### src/rtl/uart_transceiver.sv
`default_nettype none
// +--------------------------------------------------------------------------+
// | Module   : uart_transceiver                                              |
// | Purpose  : Full-duplex UART. The TX path serialises one word per frame   |
// |            using a BIT_CYCLES-cycle bit timer. The RX path synchronises  |
// |            rxd, oversamples it, and presents words through a valid/ready |
// |            holding register with parity, framing and overrun flags.     |
// | Ports    : clk, rst (sync, active-high)                                  |
// |            rxd / txd            serial line in / out, idle high          |
// |            tx_data/tx_valid/tx_ready   word to send, handshake           |
// |            rx_data/rx_valid/rx_ready   received word, handshake          |
// |            rx_parity_err, rx_frame_err flags for the held word           |
// |            rx_overrun                  sticky: a frame was dropped       |
// | Revision : 1.0 - initial release                                         |
// +--------------------------------------------------------------------------+
module uart_transceiver #(
  parameter int CLOCK_RATE = 100_000_000,
  parameter int BAUD_RATE  = 9600,
  parameter int DATA_BITS  = 8,
  parameter int PARITY     = 0,
  parameter int STOP_BITS  = 1,
  parameter int OVERSAMPLE = 16
) (
  input  logic                 clk,
  input  logic                 rst,
  input  logic                 rxd,
  output logic                 txd,
  input  logic [DATA_BITS-1:0] tx_data,
  input  logic                 tx_valid,
  output logic                 tx_ready,
  output logic [DATA_BITS-1:0] rx_data,
  output logic                 rx_valid,
  input  logic                 rx_ready,
  output logic                 rx_parity_err,
  output logic                 rx_frame_err,
  output logic                 rx_overrun
);

  localparam int BIT_CYCLES = CLOCK_RATE / BAUD_RATE;
  localparam int TICK_DIV   = BIT_CYCLES / OVERSAMPLE;
  localparam int CW         = $clog2(BIT_CYCLES + 1);
  localparam int DW         = $clog2(TICK_DIV + 1);
  localparam int TW         = $clog2(OVERSAMPLE);

  localparam logic [CW-1:0] BIT_LAST  = CW'(BIT_CYCLES - 1);
  localparam logic [DW-1:0] DIV_LAST  = DW'(TICK_DIV - 1);
  localparam logic [TW-1:0] HALF_LAST = TW'(OVERSAMPLE / 2 - 1);
  localparam logic [TW-1:0] OS_LAST   = TW'(OVERSAMPLE - 1);
  localparam logic [3:0]    DATA_LAST = 4'(DATA_BITS - 1);
  localparam logic          STOP_LAST = (STOP_BITS == 2);
  localparam logic          PAR_EN    = (PARITY != 0);
  localparam logic          PAR_ODD   = (PARITY == 1);

  typedef enum logic [2:0] {
    ST_IDLE  = 3'd0,
    ST_START = 3'd1,
    ST_DATA  = 3'd2,
    ST_PAR   = 3'd3,
    ST_STOP  = 3'd4
  } state_t;

  // ---------------------------------------------------------------- TX path
  state_t                tx_state;
  logic [CW-1:0]         tx_cnt;
  logic [3:0]            tx_bit;
  logic                  tx_stop;
  logic [DATA_BITS-1:0]  tx_shift;
  logic                  tx_par;
  logic                  tx_bit_end;

  assign tx_bit_end = (tx_cnt == BIT_LAST);

  always_ff @(posedge clk) begin
    if (rst) begin
      tx_state <= ST_IDLE;
      tx_cnt   <= '0;
      tx_bit   <= '0;
      tx_stop  <= 1'b0;
      tx_shift <= '0;
      tx_par   <= 1'b0;
      txd      <= 1'b1;
      tx_ready <= 1'b1;
    end else begin
      if (tx_state != ST_IDLE)
        tx_cnt <= tx_bit_end ? '0 : tx_cnt + 1'b1;
      case (tx_state)
        ST_IDLE: begin
          if (tx_valid && tx_ready) begin
            // Word and its parity are captured here so tx_data may change freely.
            tx_shift <= tx_data;
            tx_par   <= (^tx_data) ^ PAR_ODD;
            tx_cnt   <= '0;
            txd      <= 1'b0;
            tx_ready <= 1'b0;
            tx_state <= ST_START;
          end
        end
        ST_START: begin
          if (tx_bit_end) begin
            tx_bit   <= '0;
            txd      <= tx_shift[0];
            tx_state <= ST_DATA;
          end
        end
        ST_DATA: begin
          if (tx_bit_end) begin
            if (tx_bit == DATA_LAST) begin
              tx_stop  <= 1'b0;
              txd      <= PAR_EN ? tx_par : 1'b1;
              tx_state <= PAR_EN ? ST_PAR : ST_STOP;
            end else begin
              tx_bit   <= tx_bit + 1'b1;
              tx_shift <= tx_shift >> 1;
              txd      <= tx_shift[1];
            end
          end
        end
        ST_PAR: begin
          if (tx_bit_end) begin
            txd      <= 1'b1;
            tx_state <= ST_STOP;
          end
        end
        ST_STOP: begin
          if (tx_bit_end) begin
            if (tx_stop == STOP_LAST) begin
              tx_ready <= 1'b1;
              tx_state <= ST_IDLE;
            end else begin
              tx_stop <= 1'b1;
            end
          end
        end
        default: tx_state <= ST_IDLE;
      endcase
    end
  end

  // ---------------------------------------------------------------- RX path
  state_t                rx_state;
  logic                  rx_meta, rx_sync, rx_prev;
  logic [DW-1:0]         rx_div;
  logic [TW-1:0]         rx_tick;
  logic [3:0]            rx_bit;
  logic [DATA_BITS-1:0]  rx_shift;
  logic                  rx_par;
  logic                  tick;

  assign tick = (rx_div == DIV_LAST);

  always_ff @(posedge clk) begin
    if (rst) begin
      rx_state      <= ST_IDLE;
      rx_meta       <= 1'b1;
      rx_sync       <= 1'b1;
      rx_prev       <= 1'b1;
      rx_div        <= '0;
      rx_tick       <= '0;
      rx_bit        <= '0;
      rx_shift      <= '0;
      rx_par        <= 1'b0;
      rx_data       <= '0;
      rx_valid      <= 1'b0;
      rx_parity_err <= 1'b0;
      rx_frame_err  <= 1'b0;
      rx_overrun    <= 1'b0;
    end else begin
      rx_meta <= rxd;
      rx_sync <= rx_meta;
      rx_prev <= rx_sync;
      if (rx_valid && rx_ready)
        rx_valid <= 1'b0;
      if (rx_state != ST_IDLE)
        rx_div <= tick ? '0 : rx_div + 1'b1;
      case (rx_state)
        ST_IDLE: begin
          // Requires a seen-high line before the low: a held break cannot re-arm.
          if (rx_prev && !rx_sync) begin
            rx_div   <= '0;
            rx_tick  <= '0;
            rx_state <= ST_START;
          end
        end
        ST_START: begin
          if (tick) begin
            if (rx_tick == HALF_LAST) begin
              // Later samples land one full bit after this mid-bit point.
              rx_tick  <= '0;
              rx_bit   <= '0;
              rx_state <= rx_sync ? ST_IDLE : ST_DATA;
            end else begin
              rx_tick <= rx_tick + 1'b1;
            end
          end
        end
        ST_DATA, ST_PAR, ST_STOP: begin
          if (tick) begin
            if (rx_tick == OS_LAST) begin
              rx_tick <= '0;
              if (rx_state == ST_DATA) begin
                rx_shift <= {rx_sync, rx_shift[DATA_BITS-1:1]};
                rx_bit   <= rx_bit + 1'b1;
                if (rx_bit == DATA_LAST)
                  rx_state <= PAR_EN ? ST_PAR : ST_STOP;
              end else if (rx_state == ST_PAR) begin
                rx_par   <= rx_sync;
                rx_state <= ST_STOP;
              end else begin
                rx_state <= ST_IDLE;
                // A handshake on this same edge frees the holding register.
                if (!rx_valid || rx_ready) begin
                  rx_data       <= rx_shift;
                  rx_valid      <= 1'b1;
                  rx_frame_err  <= ~rx_sync;
                  rx_parity_err <= PAR_EN & (rx_par ^ (^rx_shift) ^ PAR_ODD);
                end else begin
                  rx_overrun <= 1'b1;
                end
              end
            end else begin
              rx_tick <= rx_tick + 1'b1;
            end
          end
        end
        default: rx_state <= ST_IDLE;
      endcase
    end
  end

endmodule
`default_nettype wire

### config.mk
export PLATFORM = sky130hd
export DESIGN_NAME = uart_transceiver
export DESIGN_NICKNAME = d
export VERILOG_FILES = /design/src/rtl/uart_transceiver.sv
export SDC_FILE = /design/constraint.sdc
export NUM_CORES = 1
export LEC_CHECK = 0
export CORE_MARGIN = 1
export CORE_UTILIZATION = 55
export CTS_BUF_LIST = sky130_fd_sc_hd__clkbuf_4
export DETAILED_ROUTE_END_ITERATION = 8
export GPL_TIMING_DRIVEN = 1
export HOLD_SLACK_MARGIN = 0.08
export PLACE_DENSITY = 0.84
export SLEW_MARGIN = 20
export SYNTH_ARGS = -nofsm -noshare
export SYNTH_HDL_FRONTEND = slang
export SYNTH_SLANG_ARGS = --single-unit
### constraint.sdc
create_clock -name clk -period 2.1 [get_ports clk]
set_input_delay 0.315 -clock clk [delete_from_list [all_inputs] [get_ports clk]]
set_output_delay 0.315 -clock clk [all_outputs]
set_load 0.02 [all_outputs]
== Word level (Yosys, flattened, before mapping) ==
Cells that the tools add are included.
Cells by class
  reduce and logical (&&, ||, !) cells: 30
  equal/unequal tests: 29
  add/sub/neg operators: 5
  mux-type cells: 67
  bitwise gates (word level): 4
Operators by type and width (number)
  $mux W14: 4
  $mux W4: 13
  $mux W3: 15
  $mux W10: 4
  $ne A2 B2 Y1 const B: 14
  $mux W8: 3
  $reduce_and A4 Y1: 6
  $reduce_and A6 Y1: 4
  $mux W1: 18
  $pmux W4 S2: 2
  $pmux W8 S2: 1
  $pmux W3 S5: 1
  $add A14 B1 Y14 const B: 1
  $eq A14 B14 Y1 const B: 1
  $add A4 B1 Y4 const B: 3
  $eq A3 B2 Y1 const B: 4
  $eq A4 B3 Y1 const B: 3
  $pmux W4 S3: 1
  $add A10 B1 Y10 const B: 1
  $eq A10 B10 Y1 const B: 1
  $reduce_bool A2 Y1: 5
  $pmux W3 S3: 1
  $reduce_bool A3 Y1: 3
  $reduce_and A7 Y1: 1
  other kinds (15): 25
Word-level totals
  word-level logic and storage cells: 154
  bits of input ports: 13
  bits in registers: 75
  output and inout bits: 14

== Longest topological paths before layout ==
Gate-level depths: netlist of run 1.
  depth after elaboration: 8
  gate-level depth with buffers: 9
  mapped depth without buffers: 7

== Least setup slack after synthesis of run 1 ==
Ideal clock, no wire load.
  path type: reg-to-reg
  from: register tx_bit[0]
  to: register tx_bit[3]
  arrival: 2.047 ns
  path slack: -0.017 ns
  stages on the path, launching flop included: 7
  library setup time: 0.070 ns
  buffers on the path: 0
  data required time: 2.030 ns
  period minus slack after synthesis: 2.117 ns
  cell sequence: dfxtp_1 > ha_1 > and3b_2 > or3b_1 > a211o_1 > or4_1 > a21oi_1
Between the ends
  word-level cells in the longest chain between the ends: 4
  elaborated cells between the ends (all ways): 7
  those cells by class: 1 x add/sub; 2 x eq/ne; 3 x mux; 1 x reduce/logical
RTL lines
  start: declaration: RTL line 65  | logic [3:0] tx_bit;
  start signal: assignment: RTL line 112  | tx_bit <= tx_bit + 1'b1;
  $add A4 B1 Y4: RTL line 112
  $mux W4: RTL line 107  | if (tx_bit == DATA_LAST) begin
  $mux W4: RTL line 106  | if (tx_bit_end) begin
  $pmux W4 S2: RTL line 86  | case (tx_state)
Parallel ways exist; a longest one is shown, timed or not. The select of a mux whose other input is x is not followed.
A chain may end at the register's enable or synchronous reset.

== Worst setup path after layout of run 1 ==
  from: register tx_bit[1]
  to: register tx_bit[3]
Same word-level chain as after synthesis.

==> results of run 1 <==
==> report_power, final <==
part | switching (mW) | total (mW) | internal, mW
combinational | 0.157 | 0.271 | 0.114
sequential | 0.0266 | 1.46 | 1.44
clock | 0.524 | 1.13 | 0.602
==> sequential cells by signal, summed over array words and instances, names as in the netlist <==
register / cells
rx_sync: 1
tx_state: 3
rx_shift: 8
rx_prev: 1
txd: 1
rx_data: 8
rx_frame_err: 1
rx_state: 3
tx_shift: 8
rx_bit: 4
rx_div: 10
rx_overrun: 1
rx_meta: 1
tx_ready: 1
rx_valid: 1
tx_cnt: 14
tx_bit: 4
rx_tick: 4
==> per-stage QoR <==
| stage | TNS, ps | worst slack, ps |
|---|---|---|
| 2_1_floorplan | 0 | 18.73 |
| 3_3_place_gp | 0 | 44.33 |
| 3_5_place_dp | -28.74 | -28.74 |
| 4_1_cts | -37.02 | -37.02 |
| 5_1_grt | -301.9 | -135.7 |
| 6_report | -78.40 | -62.37 |
==> layout make-up <==
type | instances | area (um2) | share of cell area
Tap cell | 75 | 93.84 | 0.02205
Clock buffer | 9 | 67.56 | 0.01588
Timing Repair Buffer | 54 | 479.2 | 0.1126
Multi-Input combinational cell | 306 | 1984 | 0.4663
Sequential cell | 74 | 1486 | 0.3493
Clock inverter | 7 | 117.6 | 0.02764
Inverter | 7 | 26.28 | 0.006175
==> cells by family (layout without fill, tap and decap cells) <==
kind of cell,after synthesis,count (layout)
buffers and inverters,29,77
muxes,23,23
other,1,1
xor gates and xnor gates,2,2
adders and majority gates,6,6
AOI/OAI and AO/OA,112,112
and+or+nand+nor,162,162
DFF,74,74
==> worst paths after layout <==
| path | to | slack, ps |
|---|---|---|
| max reg2reg | tx_bit[3] | -60 |
| max | tx_bit[3] | -60 |
| min reg2reg | rx_sync | 440 |
| min | txd | 320 |
==> repair_timing <==
| action | in CTS | in global routing |
|---|---|---|
| buffers inserted | 0 | 1 |
| pin swaps | 1 | 1 |
| setup endpoints to repair | 3 | 25 |
| gates resized for setup | 4 | 13 |
| endpoints found under the hold margin | 0 | 0 |
==> critical path, stage by stage (launching register included) <==
cell                      delay, ps
sky130_fd_sc_hd__dfxtp_2        360
sky130_fd_sc_hd__ha_4           150
sky130_fd_sc_hd__and3b_2        190
sky130_fd_sc_hd__or3b_1         370
sky130_fd_sc_hd__a211o_4        370
sky130_fd_sc_hd__or4_4          520
sky130_fd_sc_hd__a21oi_2        140
==> cells in the final DEF (no fill, tap or decap), types with 4 or more instances in the layout <==
master                            instances
sky130_fd_sc_hd__nor2_1                  45
sky130_fd_sc_hd__or3_1                    7
sky130_fd_sc_hd__buf_4                   27
sky130_fd_sc_hd__nor3_1                   7
sky130_fd_sc_hd__mux2i_1                 23
sky130_fd_sc_hd__o21ai_0                 27
sky130_fd_sc_hd__and2_1                   4
sky130_fd_sc_hd__or2_2                    5
sky130_fd_sc_hd__inv_1                    7
sky130_fd_sc_hd__nand2b_1                 5
sky130_fd_sc_hd__dfxtp_2                  4
sky130_fd_sc_hd__a21oi_1                 36
sky130_fd_sc_hd__nand3_1                 13
sky130_fd_sc_hd__nor3b_1                  6
sky130_fd_sc_hd__nand2_1                 26
sky130_fd_sc_hd__clkbuf_4                 9
sky130_fd_sc_hd__a21o_1                   5
sky130_fd_sc_hd__nand4_1                  6
sky130_fd_sc_hd__ha_1                     5
sky130_fd_sc_hd__clkdlybuf4s50_1         24
sky130_fd_sc_hd__dfxtp_1                 70
sky130_fd_sc_hd__a311oi_1                16
sky130_fd_sc_hd__nor4_1                   5
==> per-layer routing <==
| layer | global-route usage | vias to the layer above | wire, um |
|---|---|---|---|
| li1 | - | 1600 | - |
| met1 | 0.2955 | 1567 | 3569 |
| met2 | 0.4496 | 99 | 4035 |
| met3 | 0.06923 | 21 | 470 |
| met4 | 0.08793 | 0 | 173 |
| met5 | 0 | - | 0 |
==> metrics.txt, run 1 <==
fraction of registers with async set or reset after synthesis=0; Warnings, synthesis=0; Max Root-Sink Buffers=2; peak supply drop=0.4688 mV; fraction of the mapped netlist area in compound gates=0.1980; clock transition at the registers of the reported paths=approximately 120 ps; Hold WS=325.0 ps; number of I/O pins=27; syn nets=between 400 and 500; post-route clock skew=11.83 ps; Pleak=1.653 nW; # nets final=about 470; height of the die=82.56 um; list of most frequent post-synthesis cells=sky130_fd_sc_hd__dfxtp_1, sky130_fd_sc_hd__nor2_1, sky130_fd_sc_hd__a21oi_1; final core area utilization=0.6981; outcome=finished with violations; Avg WL per Cell=roughly 16 um; summed instance area of the synthesized netlist=between 0.003 and 0.004 mm2; maximum number of pins on one net before global-route repair=62; total overflow reported by the global router=0; drt initial violations=~180; RSZ-0062 raised after global routing=true; Final Hold Violating Endpoints=0; Synth Area per Inst=approximately 8.7 um2; clock tree from TritonCTS=yes; placed inst area=around 0.004 mm2; clock sinks=74; Row Count=28; Power Total=between 2 and 3 mW; worst hold start=rst; Final WS setup=-62.37 ps; global-route usage over all layers=0.2547; final cell count without fillers=~530; portion of the post-synthesis area used by sequential elements=0.4150; most common cell in the netlist=sky130_fd_sc_hd__dfxtp_1; final RePlAce weighted congestion=~0.92; Gate Count Post-Synth=between 400 and 500; xor-xnor portion of the synthesized cell area=0.004907; CTS Root Cell=sky130_fd_sc_hd__clkbuf_4; worst setup path startpoint=tx_bit[1]; number of placed instances, taps included=~520; critical path class=flop to flop; failing checks=setup timing; Crit Path Max Fanout=6; Post-synth top flop=sky130_fd_sc_hd__dfxtp_1; number of iterations in the first detailed-routing pass=5; final worst-path cycle share=1.030; number of cells traversed by the worst register-to-register path=6; Critical Path End Type=flop; # DRC=0; final-layout fill cell count=498; initial antenna violation count=0; clock latency reported for the late side of the worst-skew pair=between 400 and 500 ps; Slew Viols, Final=0; core box area=around 0.0061 mm2; number of H-tree branching levels=3; largest area contributor in the synthesized netlist=sky130_fd_sc_hd__dfxtp_1; IO Port Bufs=25; Worst Path Required=between 2000 and 2500 ps; worst endpoint data arrival time=approximately 2500 ps; first-pass GRT wire length=between 10000 and 15000 um; effective utilization at floorplan=0.5856; ratio of total power to cell area=671.9 mW/mm2; post-detailed-placement half-perimeter wirelength=between 5000 and 6000 um; top cells by area, synth=sky130_fd_sc_hd__dfxtp_1, sky130_fd_sc_hd__mux2i_1, sky130_fd_sc_hd__a21oi_1; Yosys top cell area share=0.4150; worst reg2reg startpoint=tx_bit[1]; #FFs+latches synth=74; cts hold-fix bufs=0; total clock buffers created by CTS=9; final setup violation count=3; area share of fa/ha/maj cells after synthesis=0.02103; minimum clock period=approximately 2200 ps; highest clock frequency the design can meet=462.5 MHz; type of the tightest min-delay check=input pin to flop; final wirelength=approximately 8200 um; number of distinct standard cells referenced by the synthesized netlist=67; Worst Max-Slew Pin Slew=673.6 ps; worst hold path stage count=3; post-route cell area=0.004255 mm2; share of layout cells above drive strength 1=0.1707; Die ar.=0.006816 mm2; remaining max-slew budget at the tightest pin=0.5468; mux contribution to synthesized area=0.06449; simple-gate share of the synthesized area=0.2524; routed vias=3287; Maximum Capacitance Violations=0; Chip Width=approximately 83 um; CP Launch Type=flop; Inserted Diodes=0; vias per std cell=about 6; main combinational cell family by area after synthesis=simple AND/OR/NAND/NOR gates; area grow syn2layout=19.21%; Post-synth EDFFs=0; number of global-route vias before repair=between 3k and 4k; count of nets left with antenna violations after detail routing=0
Power figures use the tool's default switching activity.
==> run 2: changes to the inputs <==
--- a/config.mk
+++ b/config.mk
@@ -5,12 +5,14 @@
 export SDC_FILE = /design/constraint.sdc
 export NUM_CORES = 1
 export LEC_CHECK = 0
+export ABC_CLOCK_PERIOD_IN_PS = 2100
 export CORE_MARGIN = 1
 export CORE_UTILIZATION = 55
 export CTS_BUF_LIST = sky130_fd_sc_hd__clkbuf_4
 export DETAILED_ROUTE_END_ITERATION = 8
 export GPL_TIMING_DRIVEN = 1
 export HOLD_SLACK_MARGIN = 0.08
+export MAX_ROUTING_LAYER = met4
 export PLACE_DENSITY = 0.84
 export SLEW_MARGIN = 20
 export SYNTH_ARGS = -nofsm -noshare
==> run 2 against run 1 <==
Effect of this change: the run still ends with setup timing left; register-to-register slack hardly changed; combinational power about the same; first-iteration DRC count up 25%; cell count stayed put; routed wire length shrank 0.13%; largest power group unchanged.
==> metrics.txt, run 2 (same netlist as run 1, synthesis figures left out) <==
outcome=finished with violations (unchanged); failing checks=setup timing (unchanged); most common library cell in the layout ignoring fill and taps=sky130_fd_sc_hd__dfxtp_1 (unchanged); area grow syn2layout=19.31% (was 19.21%); final setup violation count=3 (unchanged); clock latency reported for the late side of the worst-skew pair=420 ps (was 430 ps); effective utilization at floorplan=0.5856 (unchanged); global-route usage over all layers=0.2623 (was 0.2547); core box area=0.006096 mm2 (unchanged); worst endpoint data arrival time=2520 ps (was 2530 ps); Worst Max-Slew Pin Slew=718.1 ps (was 673.6 ps); number of H-tree branching levels=3 (unchanged); Hold WS=338.2 ps (was 325.0 ps); Max Root-Sink Buffers=2 (unchanged); Worst Path Required=2460 ps (was 2470 ps); worst hold start=rst (unchanged); post-detailed-placement half-perimeter wirelength=5433 um (unchanged); # DRC=0 (unchanged); post-route clock skew=9.486 ps (was 11.83 ps); CP Launch Type=flop (unchanged); highest clock frequency the design can meet=463.8 MHz (was 462.5 MHz); RSZ-0062 raised after global routing=true (unchanged); minimum clock period=2156 ps (was 2162 ps); clock transition at the registers of the reported paths=120 ps (about the same); leading cell types in the layout, fill and taps excluded=sky130_fd_sc_hd__dfxtp_1, sky130_fd_sc_hd__nor2_1, sky130_fd_sc_hd__a21oi_1 (unchanged); number of global-route vias before repair=3016 (was 3025); total overflow reported by the global router=0 (unchanged); drt initial violations=230 (was 184); IO Port Bufs=25 (unchanged); Crit Path Max Fanout=6 (unchanged); initial antenna violation count=0 (unchanged); Die ar.=0.006816 mm2 (unchanged); CTS Root Cell=sky130_fd_sc_hd__clkbuf_4 (unchanged); Top reg by flops=tx_cnt (unchanged); critical path class=flop to flop (unchanged); final wirelength=8237 um (was 8248 um); number of iterations in the first detailed-routing pass=4 (was 5); final RePlAce weighted congestion=0.9369 (was 0.9207); final worst-path cycle share=1.027 (was 1.030); count of nets left with antenna violations after detail routing=0 (unchanged); Row Count=28 (unchanged); maximum number of pins on one net before global-route repair=62 (unchanged); peak supply drop=0.4711 mV (was 0.4688 mV); Chip Width=82.56 um (unchanged); type of the tightest min-delay check=input pin to flop (unchanged); largest registers ranked by flip-flop count=tx_cnt x14, rx_div x10 (unchanged); number of flip-flops under the largest register name=14 (unchanged); worst setup path startpoint=tx_bit[1] (unchanged); Pleak=1.653 nW (about the same); remaining max-slew budget at the tightest pin=0.5169 (was 0.5468); Slew Viols, Final=0 (unchanged); share of layout cells above drive strength 1=0.1729 (was 0.1707); routed vias=3299 (was 3287); worst reg2reg startpoint=tx_bit[1] (unchanged); height of the die=82.56 um (unchanged); Final Hold Violating Endpoints=0 (unchanged); Power Total=2.859 mW (about the same); first-pass GRT wire length=13350 um (was 13330 um); clock sinks=74 (unchanged); Avg WL per Cell=15.48 um (was 15.50 um); total negative slack=-69.45 ps (was -78.40 ps); Maximum Capacitance Violations=0 (unchanged); Critical Path End Type=flop (unchanged); Inserted Diodes=0 (unchanged); clock tree from TritonCTS=yes (unchanged); vias per std cell=6.201 (was 6.179); total clock buffers created by CTS=9 (unchanged); ratio of total power to cell area=671.2 mW/mm2 (was 671.9 mW/mm2); # nets final=471 (unchanged); Final WS setup=-55.90 ps (was -62.37 ps); number of I/O pins=27 (unchanged)
## run 2: cell types whose count changed in the layout (fill, tap and decap cells not counted)
| cell | delta |
|---|---|
| sky130_fd_sc_hd__a21boi_1 | -1 |
| sky130_fd_sc_hd__a21boi_2 | +1 |
## run 2: cell type report
type | count | area (um2)
multi-input cells | 306 | 1988
fillers | 498 | 1837
flip-flops and latches | 74 | 1486
repair buffers | 54 | 479.2
clock inverters | 7 | 117.6
well taps | 75 | 93.84
clock buffers | 9 | 67.56
inverters | 7 | 26.28
## run 2: critical path, stage by stage (launching register included)
cell                      delay [ps]
sky130_fd_sc_hd__dfxtp_2         360
sky130_fd_sc_hd__ha_4            150
sky130_fd_sc_hd__and3b_2         190
sky130_fd_sc_hd__or3b_1          360
sky130_fd_sc_hd__a211o_4         370
sky130_fd_sc_hd__or4_4           520
sky130_fd_sc_hd__a21oi_2         140
## run 2: per-layer routing
metal | wire [um] | GRT usage
met1 | 3648 | 0.3022
met2 | 4049 | 0.4471
met3 | 369 | 0.05604
met4 | 170 | 0.09828
met5 | 0 | -
## run 2: path summary, 6_finish.rpt
path                to  slack [ps]  depth (start not counted)
max          tx_bit[3]         -60                          6
max reg2reg  tx_bit[3]         -60                          6
min                txd         340                          3
min reg2reg    rx_sync         430                          1
## run 2: what timing repair did
| action | 4_1_cts | 5_1_grt |
|---|---|---|
| setup endpoints to repair | 3 | 26 |
| gates resized for setup | 4 | 14 |
| setup buffers | 0 | 1 |
| hold buffers | 0 | 0 |
| pin swaps | 1 | 1 |
## run 2: through the flow
| step | setup slack [ps] | cells | utilization | cell area, um2 |
|---|---|---|---|---|
| after global placement | 44.33 | 515 | 0.6568 | 4004 |
| after floorplan | 18.73 | 409 | - | 3570 |
| final | -55.90 | 532 | 0.6987 | 4259 |
| after global routing | -135.7 | 532 | 0.6987 | 4259 |
| after detailed placement | -28.74 | 515 | 0.6568 | 4004 |
| after CTS | -37.02 | 531 | 0.6897 | 4204 |
## run 2: power breakdown
group          internal (mW)  total (mW)  switching (mW)
clock                  0.602        1.12           0.521
combinational          0.114       0.273           0.159
sequential              1.44        1.46          0.0264
==> run 3: changes to the inputs <==
==> config.mk (replaced) <==
export PLATFORM = sky130hd
export DESIGN_NAME = uart_transceiver
export DESIGN_NICKNAME = d
export VERILOG_FILES = /design/src/rtl/uart_transceiver.sv
export SDC_FILE = /design/constraint.sdc
export NUM_CORES = 1
export LEC_CHECK = 0
export ABC_CLOCK_PERIOD_IN_PS = 2700
export CORE_MARGIN = 1
export CORE_UTILIZATION = 57
export CTS_BUF_LIST = sky130_fd_sc_hd__clkbuf_4
export DETAILED_ROUTE_END_ITERATION = 8
export GPL_TIMING_DRIVEN = 1
export HOLD_SLACK_MARGIN = 0.15
export MAX_ROUTING_LAYER = met4
export PLACE_DENSITY = 0.83
export SLEW_MARGIN = 20
export SYNTH_ARGS = -nofsm -noshare
export SYNTH_HDL_FRONTEND = slang
export SYNTH_SLANG_ARGS = --single-unit
==> constraint.sdc (replaced) <==
create_clock -name clk -period 2.7 [get_ports clk]
set_input_delay 0.81 -clock clk [delete_from_list [all_inputs] [get_ports clk]]
set_output_delay 0.81 -clock clk [all_outputs]
set_load 0.02 [all_outputs]
==> run 3 against run 2 <==
Effect of this change: the flow now finishes without violations; sequential cell count stayed put; clock power decreased by 24%; via count decreased by 4.8%; utilization is 2.8 points lower.
==> metrics.txt, run 3 (same netlist as run 1, synthesis figures left out) <==
area grow syn2layout=12.58% (was 19.31%); capturing point of the worst reg2reg path=rx_div[3] (was tx_bit[3]); initial antenna violation count=0 (unchanged); count of nets left with antenna violations after detail routing=0 (unchanged); Net Sw Power=0.5239 mW (was 0.7062 mW); core box area=0.005991 mm2 (was 0.006096 mm2); worst setup path startpoint=tx_ready (was tx_bit[1]); number of setup buffers added after CTS=0 (unchanged); final RePlAce weighted congestion=0.8153 (was 0.9369); first-pass GRT wire length=12140 um (was 13350 um); clock share of power=0.393 (about the same); Top reg by flops=tx_cnt (unchanged); clock tree from TritonCTS=yes (unchanged); Critical Path End Type=primary output (was flop); family with the most delay on the worst path=buffers and inverters (was simple AND/OR/NAND/NOR gates); effective utilization at floorplan=0.5959 (was 0.5856); final setup violation count=0 (was 3); Power Total=2.180 mW (was 2.859 mW); CTS resizes=0 (was 4); Power Internal=1.656 mW (was 2.152 mW); clock latency reported for the late side of the worst-skew pair=420 ps (about the same); clock sinks=74 (unchanged); Row Count=28 (unchanged); CP Cell Sequence=clkdlybuf4s50_1 (was ha_4 -> and3b_2 -> or3b_1 -> a211o_4 -> or4_4 -> a21oi_2); height of the die=81.14 um (was 82.56 um); Worst Max-Slew Pin Slew=635.1 ps (was 718.1 ps); final-layout fill cell count=496 (was 498); final worst-path cycle share=0.8488; Pleak=1.517 nW (was 1.653 nW); Final WS setup=408.2 ps (was -55.90 ps); number of buffer and inverter instances along the worst setup path=1 (was 0); number of H-tree branching levels=3 (unchanged); area taken by flip-flops and latches=0.001481 mm2 (was 0.001486 mm2); highest layer used for signal routing=met4 (unchanged); final wirelength=7368 um (was 8237 um); number of flip-flops under the largest register name=14 (unchanged); type of the tightest min-delay check=flop to flop (was input pin to flop); pre-CTS WS=366.1 ps (was -28.74 ps); hold path endpoint=rx_sync (was txd); Sequential Power Share=0.522 (was 0.512); Chip Width=81.14 um (was 82.56 um); remaining max-slew budget at the tightest pin=0.5733 (was 0.5169); reg-to-reg slack, setup=440 ps (was -60 ps); Inserted Diodes=0 (unchanged); worst hold start=rx_meta (was rst); total negative slack=0 ps (was -69.45 ps); outcome=completed (was finished with violations); largest registers ranked by flip-flop count=tx_cnt x14, rx_div x10 (unchanged); maximum number of pins on one net before global-route repair=36 (was 62); drt initial violations=175 (was 230); Slew Viols, Final=0 (unchanged); RSZ-0062 raised after global routing=false (was true); routed length on met3=392 um (was 369 um); highest clock frequency the design can meet=436.3 MHz; worst endpoint data arrival time=1480 ps (was 2520 ps); IO Port Bufs=25 (unchanged); Maximum Capacitance Violations=0 (unchanged); ratio of total power to cell area=542.4 mW/mm2 (was 671.2 mW/mm2); worst reg2reg startpoint=rx_div[0] (was tx_bit[1]); number of placed instances, taps included=494 (was 515); most common library cell in the layout ignoring fill and taps=sky130_fd_sc_hd__dfxtp_1 (unchanged); Die ar.=0.006583 mm2 (was 0.006816 mm2); worst hold path stage count=1 (was 3); Worst Path Required=1890 ps (was 2460 ps); Crit Path Max Fanout=6 (unchanged); slowest stage cell on the critical path=sky130_fd_sc_hd__clkdlybuf4s50_1 (was sky130_fd_sc_hd__or4_4); routed vias=3140 (was 3299); global-route usage over all layers=0.2452 (was 0.2623); peak supply drop=0.4043 mV (was 0.4711 mV); fraction of power consumed by combinational cells=0.085 (was 0.096); critical path class=flop to primary output (was flop to flop); leading cell types in the layout, fill and taps excluded=sky130_fd_sc_hd__dfxtp_1, sky130_fd_sc_hd__nor2_1, sky130_fd_sc_hd__a21oi_1 (unchanged); total clock buffers created by CTS=9 (unchanged); Max Root-Sink Buffers=2 (unchanged); clock transition at the registers of the reported paths=120 ps (about the same); CTS Root Cell=sky130_fd_sc_hd__clkbuf_4 (unchanged); vias per std cell=6.157 (was 6.201); number of iterations in the first detailed-routing pass=5 (was 4); cts hold-fix bufs=0 (unchanged); post-detailed-placement half-perimeter wirelength=5042 um (was 5433 um); post-route clock skew=12.77 ps (was 9.486 ps); Avg WL per Cell=14.45 um (was 15.48 um); total overflow reported by the global router=0 (unchanged); area of combinational cells with multiple inputs=0.001934 mm2 (was 0.001988 mm2); met2 layer wire length in the routed design=3321 um (was 4049 um); number of I/O pins=27 (unchanged); # nets final=449 (was 471); minimum clock period=2292 ps; Met1 Routed Length=3548 um (was 3648 um); share of layout cells above drive strength 1=0.09885 (was 0.1729); CP Launch Type=flop (unchanged); worst stage delay on the critical path=630 ps (was 520 ps); # DRC=0 (unchanged); final cell count without fillers=510 (was 532); Final Hold Violating Endpoints=0 (unchanged); Sw Share=0.2403 (was 0.2471); number of cells traversed by the worst register-to-register path=8 (was 6); number of global-route vias before repair=2778 (was 3016)
run 3: layout make-up:
class / count / area share
Multi-Input combinational cell: 306 / 0.4813
Clock buffer: 9 / 0.01681
Timing Repair Buffer: 32 / 0.07410
Tap cell: 75 / 0.02335
Sequential cell: 74 / 0.3686
Clock inverter: 7 / 0.02927
Inverter: 7 / 0.006538
run 3: power by group through the flow:
stage / Combinational (mW) / Clock, mW / Sequential [mW]
floorplan: 0.133 / 0 / 1.16
finish: 0.185 / 0.856 / 1.14
global route: 0.205 / 0.916 / 1.14
global placement: 0.176 / 0 / 1.16
detailed placement: 0.181 / 0 / 1.16
CTS: 0.183 / 0.871 / 1.14
run 3: worst max path at each step:
| stage | cells after the start | endpoint |
|---|---|---|
| 4_1_cts | 1 | tx_ready |
| 6_report | 1 | tx_ready |
| 2_1_floorplan | 6 | tx_bit[3] |
| 5_1_grt | 8 | rx_div[3] |
| 3_5_place_dp | 5 | tx_cnt[11] |
| 3_3_place_gp | 5 | tx_cnt[3] |
run 3: per-stage QoR:
stage | hold slack (ps) | instance area [um2] | utilization
2_1_floorplan | 389.5 | 3570 | -
3_3_place_gp | 394.2 | 3834 | 0.6399
3_5_place_dp | 396.6 | 3834 | 0.6399
4_1_cts | 425.6 | 4019 | 0.6708
5_1_grt | 436.7 | 4019 | 0.6708
6_report | 425.2 | 4019 | 0.6708
run 3: layer usage:
layer | up-vias | track usage
met5 | - | -
met4 | 0 | 0.1179
met3 | 10 | 0.04157
met2 | 99 | 0.3756
met1 | 1472 | 0.3129
li1 | 1559 | -
==> RTL change 1 (flow settings as in run 2) <==
Make the reset (`rst`) asynchronous in 2 clocked blocks.
--- a/src/rtl/uart_transceiver.sv
+++ b/src/rtl/uart_transceiver.sv
@@ -71,5 +71,5 @@
   assign tx_bit_end = (tx_cnt == BIT_LAST);
 
-  always_ff @(posedge clk) begin
+  always_ff @(posedge clk or posedge rst) begin
     if (rst) begin
       tx_state <= ST_IDLE;
@@ -149,5 +149,5 @@
   assign tick = (rx_div == DIV_LAST);
 
-  always_ff @(posedge clk) begin
+  always_ff @(posedge clk or posedge rst) begin
     if (rst) begin
       rx_state      <= ST_IDLE;
Behaviour: differs if rst is asserted again (counterexample within 4 cycles, from zero or initial values and one cycle with rst high); with rst held inactive, the same outputs for 10 cycles.
==> RTL change 1 against run 2 <==
Combinational power increased by 51%; critical path type unchanged; worst setup slack gained 0.12 ns; synthesized area is 6.6% higher; critical path depth is 1 higher; die area up 6.4%; global-route usage is 1.5 points lower; highest routed layer unchanged; largest cell class is now sequential cells; routed wire length shrank 1.1%; total power up 0.84%; design area increased by 5.8%; via count decreased by 3.0%; sequential cell count did not move.
==> RTL change 1: results (changes against run 2) <==
pre-CTS WS=0.00766 ns (+0.0364 ns); fill cell count=478 (-4.0%); metal3 WL=333 um (-9.8%); Static Leak=2.00 nW (+21%); met2 global-route usage=40.2% (-4.5 points); DRT iter0 DRCs=223 (-3.0%); routed length on met1=3.55 mm (-2.6%); largest net degree at the start of global routing=63 (+1.6%); nonclk buf count=59 (+9.3%); sequential cell area=1860 um2 (+25%); Nets=463 (-1.7%); GR Layer Usage met1=30.4% (+0.22 points); most instantiated cells after synthesis=69 x dfrtp_1, 47 x nand2_1, 41 x o21ai_0; clock skew=0.0178 ns (+0.00829 ns); Post-Route WL=8.15 mm (-1.1%); Cell Area, Synth=3800 um2 (+6.6%); multi-input combinational area share=40.9% (-5.8 points); Top FF cell, synth=dfrtp_1; asr flop ratio synth=100% (+100 points); share of cells above drive strength 1=19.8% (+2.5 points); Global Route met3 Usage=3.79% (-1.8 points); met2 WL=4.10 mm (+1.3%); Clock buf/inv share=3.19% (-1.2 points); via count=3200 (-3.0%); Peak VDD IR=0.388 mV (-18%); outcome=finished, final reports clean; Data buffer area share=11.9% (+0.60 points); clk slew on worst S/H paths=0.14 ns (+0.02 ns); sequential fraction of the synthesis area=48.8% (+7.3 points)
RTL change 1: changes by cell type in the layout (fill, tap and decap cells not counted), moves of 5 or more:
cell	change
o41ai_1	+5
nor2_1	-16
a311oi_1	-13
dfxtp_1	-70
a31oi_1	+9
nand2_1	+21
o21ai_0	+13
dfrtp_1	+69
a21oi_1	-22
dfstp_2	+5
mux2_2	+17
mux2i_1	-21
RTL change 1: worst paths after layout:
| path | startpoint | to | slack (ns) | depth (start not counted) |
|---|---|---|---|---|
| setup / recovery | rx_tick[0] | rx_tick[3] | 0.06 | 7 |
| hold / removal | rst | tx_shift[7] | 0.17 | 2 |
| setup reg to reg | rx_tick[0] | rx_tick[3] | 0.06 | 7 |
| hold reg to reg | rx_meta | rx_sync | 0.38 | 0 |
| max in group asynchronous | rst | rx_prev | 1.28 | 3 |
| min in group clk | rxd | rx_meta | 0.28 | 1 |
RTL change 1: cells by family (layout without fill, tap and decap cells):
family,count (synthesis),in the layout,synth area share (%)
compound gates,101,101,16.7
xor+xnor,4,4,0.921
fa+ha+maj,6,6,1.97
buf+inv,28,83,3.55
flops,74,74,48.8
mux,19,19,5.56
other cells,1,1,0.0986
simple gates,161,161,22.4
RTL change 1: power breakdown:
group	switching, W	total [W]	leakage [nW]	internal, W
clock	0.000556	0.000929	0.0733	0.000372
sequential	0.0000576	0.00154	0.947	0.00148
combinational	0.000220	0.000412	0.981	0.000192
total	0.000834	0.00288	2.00	0.00205
RTL change 1: per-stage QoR:
step / cells / hold WS, ns
after floorplan: 394 / 0.319
after global placement: 507 / 0.358
after detailed placement: 507 / 0.357
after CTS: 523 / 0.181
after global routing: 526 / 0.190
final: 526 / 0.172
==> RTL change 2 (config.mk and constraints of run 2) <==
Made on the original files. The parameter `PARITY` goes from 0 to 1.
--- a/src/rtl/uart_transceiver.sv
+++ b/src/rtl/uart_transceiver.sv
@@ -18,5 +18,5 @@
   parameter int BAUD_RATE  = 9600,
   parameter int DATA_BITS  = 8,
-  parameter int PARITY     = 0,
+  parameter int PARITY     = 1,
   parameter int STOP_BITS  = 1,
   parameter int OVERSAMPLE = 16
Function: same outputs for any inputs over 10 cycles, from zero or initial values and one cycle with rst high; that may be too few to reach the edited logic, so the function may still have changed.
==> RTL change 2 against run 2 <==
Worst setup slack better by 0.083 ns; critical endpoint is now rx_tick[1]; design area is 6.2% higher; sequential cell count grew 3; routed wire length increased by 5.1%; cell count increased by 7.1%; global-route usage is 1.9 points lower; fmax grew 4.0%; synthesized area grew 6.8%; clock skew up 0.015 ns.
Power is not compared: it rests on default switching activity, and its combinational part moved more than twofold at a synthesized area within 25%.
==> RTL change 2: results (changes against run 2) <==
Rel. slew slack=55.0% (+3.3 points); via count=3450 (+4.6%); share of cells above drive strength 1=15.6% (-1.7 points); Hold WC Path Type=input port to flop; largest cells by area after synthesis=dfxtp_1 40%, mux2i_1 6.6%, nor2_1 5.6%; Worst EP arrival=2.43 ns (-0.09 ns); GR Layer Usage met1=30.1% (-0.10 points); syn avg cell area=8.46 um2 (-3.1%); Placed Instances=549 (+6.6%); 1st-pass router iterations=5 (+1); Critical Path Source=rx_div[0]; Post-DP Area=4220 um2 (+5.3%); Nets=507 (+7.6%); Synth Area in Compound Gates=17.0% (-2.8 points); initial antenna violation count=0 (unchanged); area share of fa/ha/maj cells after synthesis=1.97% (-0.13 points); slowest CP cell=or3b_2; mux cell area share after synthesis=6.56% (+0.11 points); half-perimeter wire length after placement=5.60 mm (+3.2%); port bufs=26 (+4.0%); Post-Syn Nets=470 (+9.8%); Cell variety after synth=54 (-19%); first-pass GRT wire length=13.9 mm (+4.0%); metal3 WL=354 um (-4.1%); pre-CTS WS=-0.0194 ns (+0.00937 ns); total track usage=24.3% (-1.9 points); vias in the first global route=3129 (+3.7%); CP max stage delay=0.46 ns (-0.06 ns); Global Route met3 Usage=3.89% (-1.7 points); met2 WL=4.25 mm (+5.0%); routed length on met1=3.90 mm (+6.8%); largest net degree at the start of global routing=45 (-27%); clk_lat worst skew=0.44 ns (+0.02 ns); DRT iter0 DRCs=178 (-23%); Placer Congestion=0.852 (-9.1%); met2 global-route usage=39.4% (-5.3 points); most instantiated cells after synthesis=77 x dfxtp_1, 57 x nor2_1, 50 x nand2_1; share of the synthesized netlist area taken by xor and xnor gates=4.27% (+3.8 points); Post-Route WL=8.66 mm (+5.1%); sequential fraction of the synthesis area=40.4% (-1.1 points); fill cell count=483 (-3.0%); outcome=finished, final reports clean; Via density=6.05 (-2.4%); clock skew=0.0240 ns (+0.0145 ns)
==> RTL change 2: final cells by class <==
class	count	area, um2	share of cell area, %
inverter	7	26.3	0.581
clock inverter	7	123	2.71
tap	77	96.3	2.13
clock buffer	9	67.6	1.49
timing repair buffer	55	484	10.7
multi-input combinational	338	2180	48.1
sequential	77	1550	34.3
==> RTL change 2: what timing repair did <==
action                                  CTS  global route
resized for setup                         2            20
endpoints found under the setup margin    3            31
pin swaps                                 0             3
cloned                                    0             1
hold buffers                              0             0
setup buffers                             0             4
==> RTL change 2: worst paths after layout <==
| path | endpoint | slack [ns] | depth (start not counted) |
|---|---|---|---|
| min reg2reg | rx_sync | 0.44 | 1 |
| min | txd | 0.28 | 3 |
| max | rx_tick[1] | 0.03 | 8 |
| max reg2reg | rx_tick[1] | 0.03 | 8 |
==> RTL change 2: logic make-up after synthesis <==
family,Yosys count
AND/OR/NAND/NOR,196
AO/OA/AOI/OAI,94
flip-flops,77
buffers and inverters,36
multiplexers,25
XOR/XNOR,17
adder cells (fa/ha/maj),6
